File: config.mk
export PLATFORM = sky130hd
export DESIGN_NAME = mux_n_1_rr
export DESIGN_NICKNAME = d
export VERILOG_FILES = /design/src/rtl/mux_n_1_rr.sv
export SDC_FILE = /design/constraint.sdc
export NUM_CORES = 1
export LEC_CHECK = 0
export ABC_CLOCK_PERIOD_IN_PS = 3050
export CORE_MARGIN = 5
export CORE_UTILIZATION = 37
export CTS_BUF_LIST = sky130_fd_sc_hd__clkbuf_8
export CTS_CLUSTER_DIAMETER = 100
export CTS_CLUSTER_SIZE = 12
export DETAILED_ROUTE_END_ITERATION = 6
export HOLD_SLACK_MARGIN = 0.02
export PLACE_DENSITY = 0.91
export SETUP_SLACK_MARGIN = 0.1
export SLEW_MARGIN = 10
export SYNTH_ARGS = -nofsm -noshare
export SYNTH_HDL_FRONTEND = slang
export SYNTH_SLANG_ARGS = --single-unit
File: constraint.sdc
create_clock -name clk -period 3.05 [get_ports clk]
set_input_delay 0.61 -clock clk [delete_from_list [all_inputs] [get_ports clk]]
set_output_delay 0.61 -clock clk [all_outputs]
set_load 0.01 [all_outputs]
File: src/rtl/mux_n_1_rr.sv
`default_nettype none
// ---------------------------------------------------------------------------
// mux_n_1_rr : registered N:1 selector, indexed or round-robin, valid/ready
// Revision 1.0
// ---------------------------------------------------------------------------
module mux_n_1_rr #(
  parameter int data_width_param = 32,
  parameter int num_inputs_param = 4,
  parameter int sel_width_param  = $clog2(num_inputs_param)
) (
  input  logic                                         clk,
  input  logic                                         rst,
  input  logic [num_inputs_param*data_width_param-1:0] in_data,
  input  logic [num_inputs_param-1:0]                  in_valid,
  output logic [num_inputs_param-1:0]                  in_ready,
  input  logic                                         mode,
  input  logic [sel_width_param-1:0]                   sel,
  output logic [data_width_param-1:0]                  out_data,
  output logic [sel_width_param-1:0]                   out_sel,
  output logic                                         out_valid,
  input  logic                                         out_ready
);

  logic [sel_width_param-1:0]  ptr;
  logic                        load_en;
  logic                        grant_any;
  logic [sel_width_param-1:0]  grant_idx;
  logic [num_inputs_param-1:0] grant;
  logic [data_width_param-1:0] grant_word;
  logic                        hi_found;
  logic                        lo_found;
  logic [sel_width_param-1:0]  hi_idx;
  logic [sel_width_param-1:0]  lo_idx;

  assign load_en = ~out_valid | out_ready;

  // Round-robin: lowest valid channel above ptr, else wrap to lowest valid overall.
  always_comb begin
    grant_any = 1'b0;
    grant_idx = '0;
    hi_found  = 1'b0;
    lo_found  = 1'b0;
    hi_idx    = '0;
    lo_idx    = '0;
    for (int j = num_inputs_param - 1; j >= 0; j--) begin
      if (in_valid[j]) begin
        lo_found = 1'b1;
        lo_idx   = sel_width_param'(j);
        if (sel_width_param'(j) > ptr) begin
          hi_found = 1'b1;
          hi_idx   = sel_width_param'(j);
        end
      end
    end
    if (mode) begin
      if (hi_found) begin
        grant_any = 1'b1;
        grant_idx = hi_idx;
      end else if (lo_found) begin
        grant_any = 1'b1;
        grant_idx = lo_idx;
      end
    end else begin
      // Matching only real channel numbers makes out-of-range sel grant nothing.
      for (int j = 0; j < num_inputs_param; j++) begin
        if (sel == sel_width_param'(j) && in_valid[j]) begin
          grant_any = 1'b1;
          grant_idx = sel;
        end
      end
    end
  end

  always_comb begin
    grant      = '0;
    grant_word = '0;
    for (int j = 0; j < num_inputs_param; j++) begin
      if (grant_any && grant_idx == sel_width_param'(j)) begin
        grant[j]   = 1'b1;
        grant_word = in_data[j*data_width_param +: data_width_param];
      end
    end
  end

  assign in_ready = grant & {num_inputs_param{load_en & ~rst}};

  always_ff @(posedge clk or posedge rst) begin
    if (rst) begin
      out_valid <= 1'b0;
      out_data  <= '0;
      out_sel   <= '0;
      ptr       <= sel_width_param'(num_inputs_param - 1);
    end else if (load_en) begin
      if (grant_any) begin
        out_valid <= 1'b1;
        out_data  <= grant_word;
        out_sel   <= grant_idx;
        if (mode) begin
          ptr <= grant_idx;
        end
      end else begin
        out_valid <= 1'b0;
      end
    end
  end

endmodule
`default_nettype wire

==> results of run 1 <==
-- state kept, by name, indices dropped and copies added (netlist names) --
| name | flops |
|---|---|
| out_data | 32 |
| out_valid | 1 |
| ptr | 2 |
| out_sel | 2 |
-- Yosys cell counts --
library cell and n:
dfrtp_1 35, a21oi_1 34, o21ai_0 31, a221o_1 30, nand3_1 30, mux2_4 26
clkbuf_1 14, buf_2 8, nand2_1 8, mux2_2 7, nor2_1 5, inv_1 4
buf_6 3, dfstp_2 2, mux2i_1 2, nor2b_1 2, nor4_1 2, o31ai_2 2
or3_1 2, a21boi_1 1, a21o_1 1, a21oi_4 1, a41o_1 1, a41oi_1 1
mux4_2 1, nand2b_1 1, nand4_1 1, nor2_8 1, nor3_1 1, nor3b_2 1
o21ai_1 1, o21ai_4 1, o221ai_1 1, o311a_2 1, o311ai_1 1, o41ai_2 1
or2_1 1, or3b_1 1
-- per-stage QoR --
step | setup TNS (ns) | util | worst slack (ns) | std cells
floorplan | 0 | - | 0.589 | 266
global placement | -2.97 | 0.674 | -0.257 | 537
detailed placement | -5.67 | 0.674 | -0.336 | 537
CTS | 0 | 0.697 | 0.132 | 546
global route | 0 | 0.698 | 0.0658 | 547
finish | 0 | 0.698 | 0.155 | 547
-- worst min-delay path, delay by kind of cell, from the launching register on --
family           cells  cell delay, ns
and+or+nand+nor      2            0.11
DFF                  1            0.35
-- final timing paths --
path                              from      endpoint  slack (ns)
setup / recovery           in_valid[0]   in_ready[3]        0.16
hold / removal              out_sel[1]    out_sel[1]        0.49
hold reg to reg             out_sel[1]    out_sel[1]        0.49
min in group asynchronous          rst     out_valid        0.84
max in group asynchronous          rst        ptr[0]        1.85
setup reg to reg                ptr[1]  out_data[21]        0.68
-- layer usage --
layer | GRT usage | routed length, um
met1 | 0.242 | 3830
met2 | 0.432 | 5740
met3 | 0.0629 | 879
met4 | 0.0805 | 136
met5 | 0 | 0
-- layout make-up --
cell class,instances,area share
multi-input cells,200,0.344
repair buffers,202,0.410
clock inverters,3,0.00966
flip-flops and latches,37,0.194
inverters,4,0.00313
well taps,96,0.0251
clock buffers,5,0.0144
-- timing repair --
| item | 4_1_cts | 5_1_grt |
|---|---|---|
| pin swaps | 2 | 2 |
| hold endpoints to repair | 0 | 0 |
| cloned | 0 | 0 |
| buffers inserted | 1 | 1 |
| endpoints found under the setup margin | 5 | 4 |
| resized for setup | 13 | 10 |
-- report_power, final --
part / switching [mW] / internal [mW]
clock network: 0.174 / 0.245
registers: 0.0856 / 0.636
logic: 0.477 / 0.687
total: 0.737 / 1.57
-- cell families after synthesis --
| kind of cell | Yosys count | synth area share |
|---|---|---|
| buf+inv | 29 | 0.0534 |
| flops | 37 | 0.350 |
| mux | 36 | 0.193 |
| compound gates | 108 | 0.289 |
| simple gates | 56 | 0.114 |
==> flow_summary.ini, run 1 <==
[status]
status = finished, final reports clean

[clock_network]
cts_max_path_buffers = 2
cts_buffers = 5
cts.sinks = 37
tritoncts = done
clk_pin_slew_worst_paths_ns = 0.08
cts_root_buf = clkbuf_8
clock_latency_ns = 0.29
hold_buffers = 0
h-tree-depth = 2

[cells_and_area]
fin_area_um2 = 4790
fillers = 511
drive_gt1_frac = 0.200
register_area_um2 = 928
diodes = 0
multiInputGateArea_um2 = 1650
areaGrowthSynthToFinish_pct = 80.9
nNetsFinal = 588
layout_common_cells = 170 x clkdlybuf4s50_1, 35 x dfrtp_1, 33 x a21oi_1
final_common_cell = clkdlybuf4s50_1

[setup_path]
path_depth = 7
path_buf_inv = 4
cpMostUsedCell = buf_4
worstPathCellList = clkdlybuf4s50_1 > buf_4 > o221ai_2 > a41oi_2 > buf_4 > nor4_1 > dlygate4sd2_1
worstPathArrival_ns = 2.28
crit_type = in -> out
cp_slowest_cell = clkdlybuf4s50_1
end_kind = primary output
critPathLaunchType = input pin
reg2reg_depth = 8
worstPathRequired_ns = 2.44
worst_path_dominant_cell_family = buffers and inverters
crit_fanout = 3
critPathMaxStageDelay_ns = 0.45

[timing]
skew_ns = 0.00968
rsz0062_at_grt = yes
hold_slack_ns = 0.488
fmaxAchievable_mhz = 345
finalHoldViolations = 0
finalSetupViolCount = 0
tightest_slew_ns = 0.707
fin_crit_sh = 0.949
slew_violations = 0
fin_crit_ns = 2.89
relSlewSlack = 0.528

[floorplan]
initial_utilization = 0.386
core-area_um2 = 6870
io_pins = 177
dieArea_um2 = 8950
num_rows = 30
die_x_um = 94.6
die_h_um = 94.6

[global_routing]
grt_pass1_vias = 3369
grt_pass1_wl_um = 16000
grt_max_degree = 38
grt_remaining_overflow = 0
groute.usage.overall = 0.229
antenna_found_initial = 0

[placement]
port_buffers = 176
gp_congestion = 0.936
hpwlAfterDp_um = 7940
dpl_cell_area_um2 = 4630

[pwr]
p_total_mw = 2.30
leakagePower_nw = 1.95
powerDensity_nw_per_um2 = 481
peakVddDrop_mv = 0.292

[yosys]
synth_cells = 266
ys_seq_area_frac = 0.350
yosysTopAreaCellShare = 0.331
yosysUniqueCellTypes = 38
synth_nets = 404
yosys_warnings = 0
synth.avg_cell_area_um2 = 9.96
yosys-top-cells-area = dfrtp_1 33%, mux2_4 15%, a221o_1 11%
synth_seq_cells = 37
syn_area_um2 = 2650
synth_largest_area_cell = dfrtp_1

[routing]
vias = 3080
routed_wl_um = 10600
wl_per_cell_um = 19.4
vias_per_cell = 5.63
ant_nets = 0
dr.first_iter.drc_count = 118
dr.pass1.iters = 4
drc = 0

[run]
drv_cap = 0

[hold_path]
hold_class = reg -> reg
whs_path_depth = 2
No activity file was read; power rests on OpenSTA's default activity.
==> run 2: changes to the inputs <==
- RECOVER_POWER: not set -> 50
==> flow_summary.ini, run 2 (synthesized netlist as in run 1, its figures left out) <==
[routing]
vias = 3086
ant_nets = 0
drc = 0
met2_length_um = 5750
routed_wl_um = 10600
wl_per_cell_um = 19.4
met3_length_um = 826
top_layer = met4
vias_per_cell = 5.64
met1_length_um = 3860
dr.pass1.iters = 4
dr.first_iter.drc_count = 108

[global_routing]
grt_max_degree = 38
grt_remaining_overflow = 0
antenna_found_initial = 0
grt_pass1_wl_um = 16000
groute.usage.overall = 0.229
grt_pass1_vias = 3369

[floorplan]
initial_utilization = 0.386
core-area_um2 = 6870
die_h_um = 94.6
io_pins = 177
dieArea_um2 = 8950
die_x_um = 94.6
num_rows = 30

[cells_and_area]
areaGrowthSynthToFinish_pct = 80.8
nNetsFinal = 588
regMostFlops = out_data
top_regs = out_data (32), out_sel (2), ptr (2)
diodes = 0
multiInputGateArea_um2 = 1650
register_area_um2 = 928
drive_gt1_frac = 0.200
largest_reg_flops = 32
stdcell_count = 547
layout_common_cells = 151 x clkdlybuf4s50_1, 35 x dfrtp_1, 33 x a21oi_1
final_common_cell = clkdlybuf4s50_1
fillers = 512

[setup_path]
cpMostUsedCell = buf_4
worstSetupEndpoint = in_ready[3]
worst_path_dominant_cell_family = buffers and inverters
critPathMaxStageDelay_ns = 0.45
worstPathRequired_ns = 2.44
r2r-start = ptr[1]
worstPathArrival_ns = 2.29
worstPathCellList = clkdlybuf4s50_1 > buf_4 > o221ai_2 > a41oi_2 > buf_4 > nor4_1 > dlygate4sd2_1
end_kind = primary output
path_depth = 7
crit_fanout = 3
rr_endpoint = out_data[21]
worst-r2r-setup-slack_ns = 0.68
crit_type = in -> out
critPathLaunchType = input pin
cp_slowest_cell = clkdlybuf4s50_1
path_buf_inv = 4
reg2reg_depth = 8
crit_path_start = in_valid[0]

[pwr]
leakagePower_nw = 1.97
powerDensity_nw_per_um2 = 475
peakVddDrop_mv = 0.292

[hold_path]
hold_class = reg -> reg
hold_start = out_sel[1]
whs_path_depth = 2

[timing]
fmaxAchievable_mhz = 345
finalSetupViolCount = 0
fin_crit_sh = 0.951
slew_violations = 0
relSlewSlack = 0.384
finalHoldViolations = 0
rsz0062_at_grt = yes
fin_crit_ns = 2.90
tightest_slew_ns = 0.924
setup_slack_ns = 0.150
skew_ns = 0.00946

[clock_network]
cts_root_buf = clkbuf_8
cts.sinks = 37
cts_max_path_buffers = 2
h-tree-depth = 2
cts_buffers = 5
clock_latency_ns = 0.28
hold_buffers = 0
clk_pin_slew_worst_paths_ns = 0.08
tritoncts = done

[placement]
placed_cells = 537
gp_congestion = 0.936
port_buffers = 176
hpwlAfterDp_um = 7940
preCtsSetupSlack_ns = -0.336

[run]
drv_cap = 0

[status]
status = finished, final reports clean
run 2: cell count changes in the layout (fill, tap and decap cells not counted):
cell             change
buf_4                -1
clkdlybuf4s50_1     -19
dlygate4sd3_1       +19
clkbuf_2             +1
run 2: what timing repair did:
action	in CTS	in global routing
pin swaps	2	2
setup endpoints to repair	5	4
gates resized for setup	13	10
buffers inserted	1	1
run 2: cell type report:
class,count,area share
multi-input cells,200,0.344
flip-flops and latches,37,0.194
repair buffers,202,0.410
clock inverters,3,0.00966
well taps,96,0.0251
clock buffers,5,0.0144
inverters,4,0.00313
run 2: routing by layer:
layer,vias to the layer above,track usage
li1,1404,-
met1,1508,0.242
met2,154,0.432
met3,20,0.0629
met4,0,0.0805
met5,-,0
run 2: per-stage QoR:
step,util,setup TNS (ns),power [mW],hold WS [ns],area [um^2]
2_1_floorplan,-,0,1.24,0.501,2650
3_3_place_gp,0.674,-2.97,1.84,0.459,4630
3_5_place_dp,0.674,-5.67,1.87,0.471,4630
4_1_cts,0.697,0,2.31,0.492,4780
5_1_grt,0.698,0,2.39,0.521,4790
6_report,0.698,0,2.27,0.486,4790
run 2: worst min path at each step:
stage	to	slack, ns
after global placement	out_sel[1]	0.46
after detailed placement	out_sel[1]	0.47
after floorplan	ptr[1]	0.50
after CTS	out_sel[1]	0.49
after global routing	out_sel[1]	0.52
final	out_sel[1]	0.49
run 2: worst min-delay path, cell delays in order (launching register included):
cell,delay [ns]
dfrtp_1,0.35
nand2_1,0.05
nand2_1,0.05
run 2: where the power goes:
part | switching (mW) | internal, mW | leakage, nW
Clock | 0.174 | 0.245 | 0.0543
Sequential | 0.0828 | 0.636 | 0.444
Combinational | 0.476 | 0.660 | 1.47
Total | 0.733 | 1.54 | 1.97
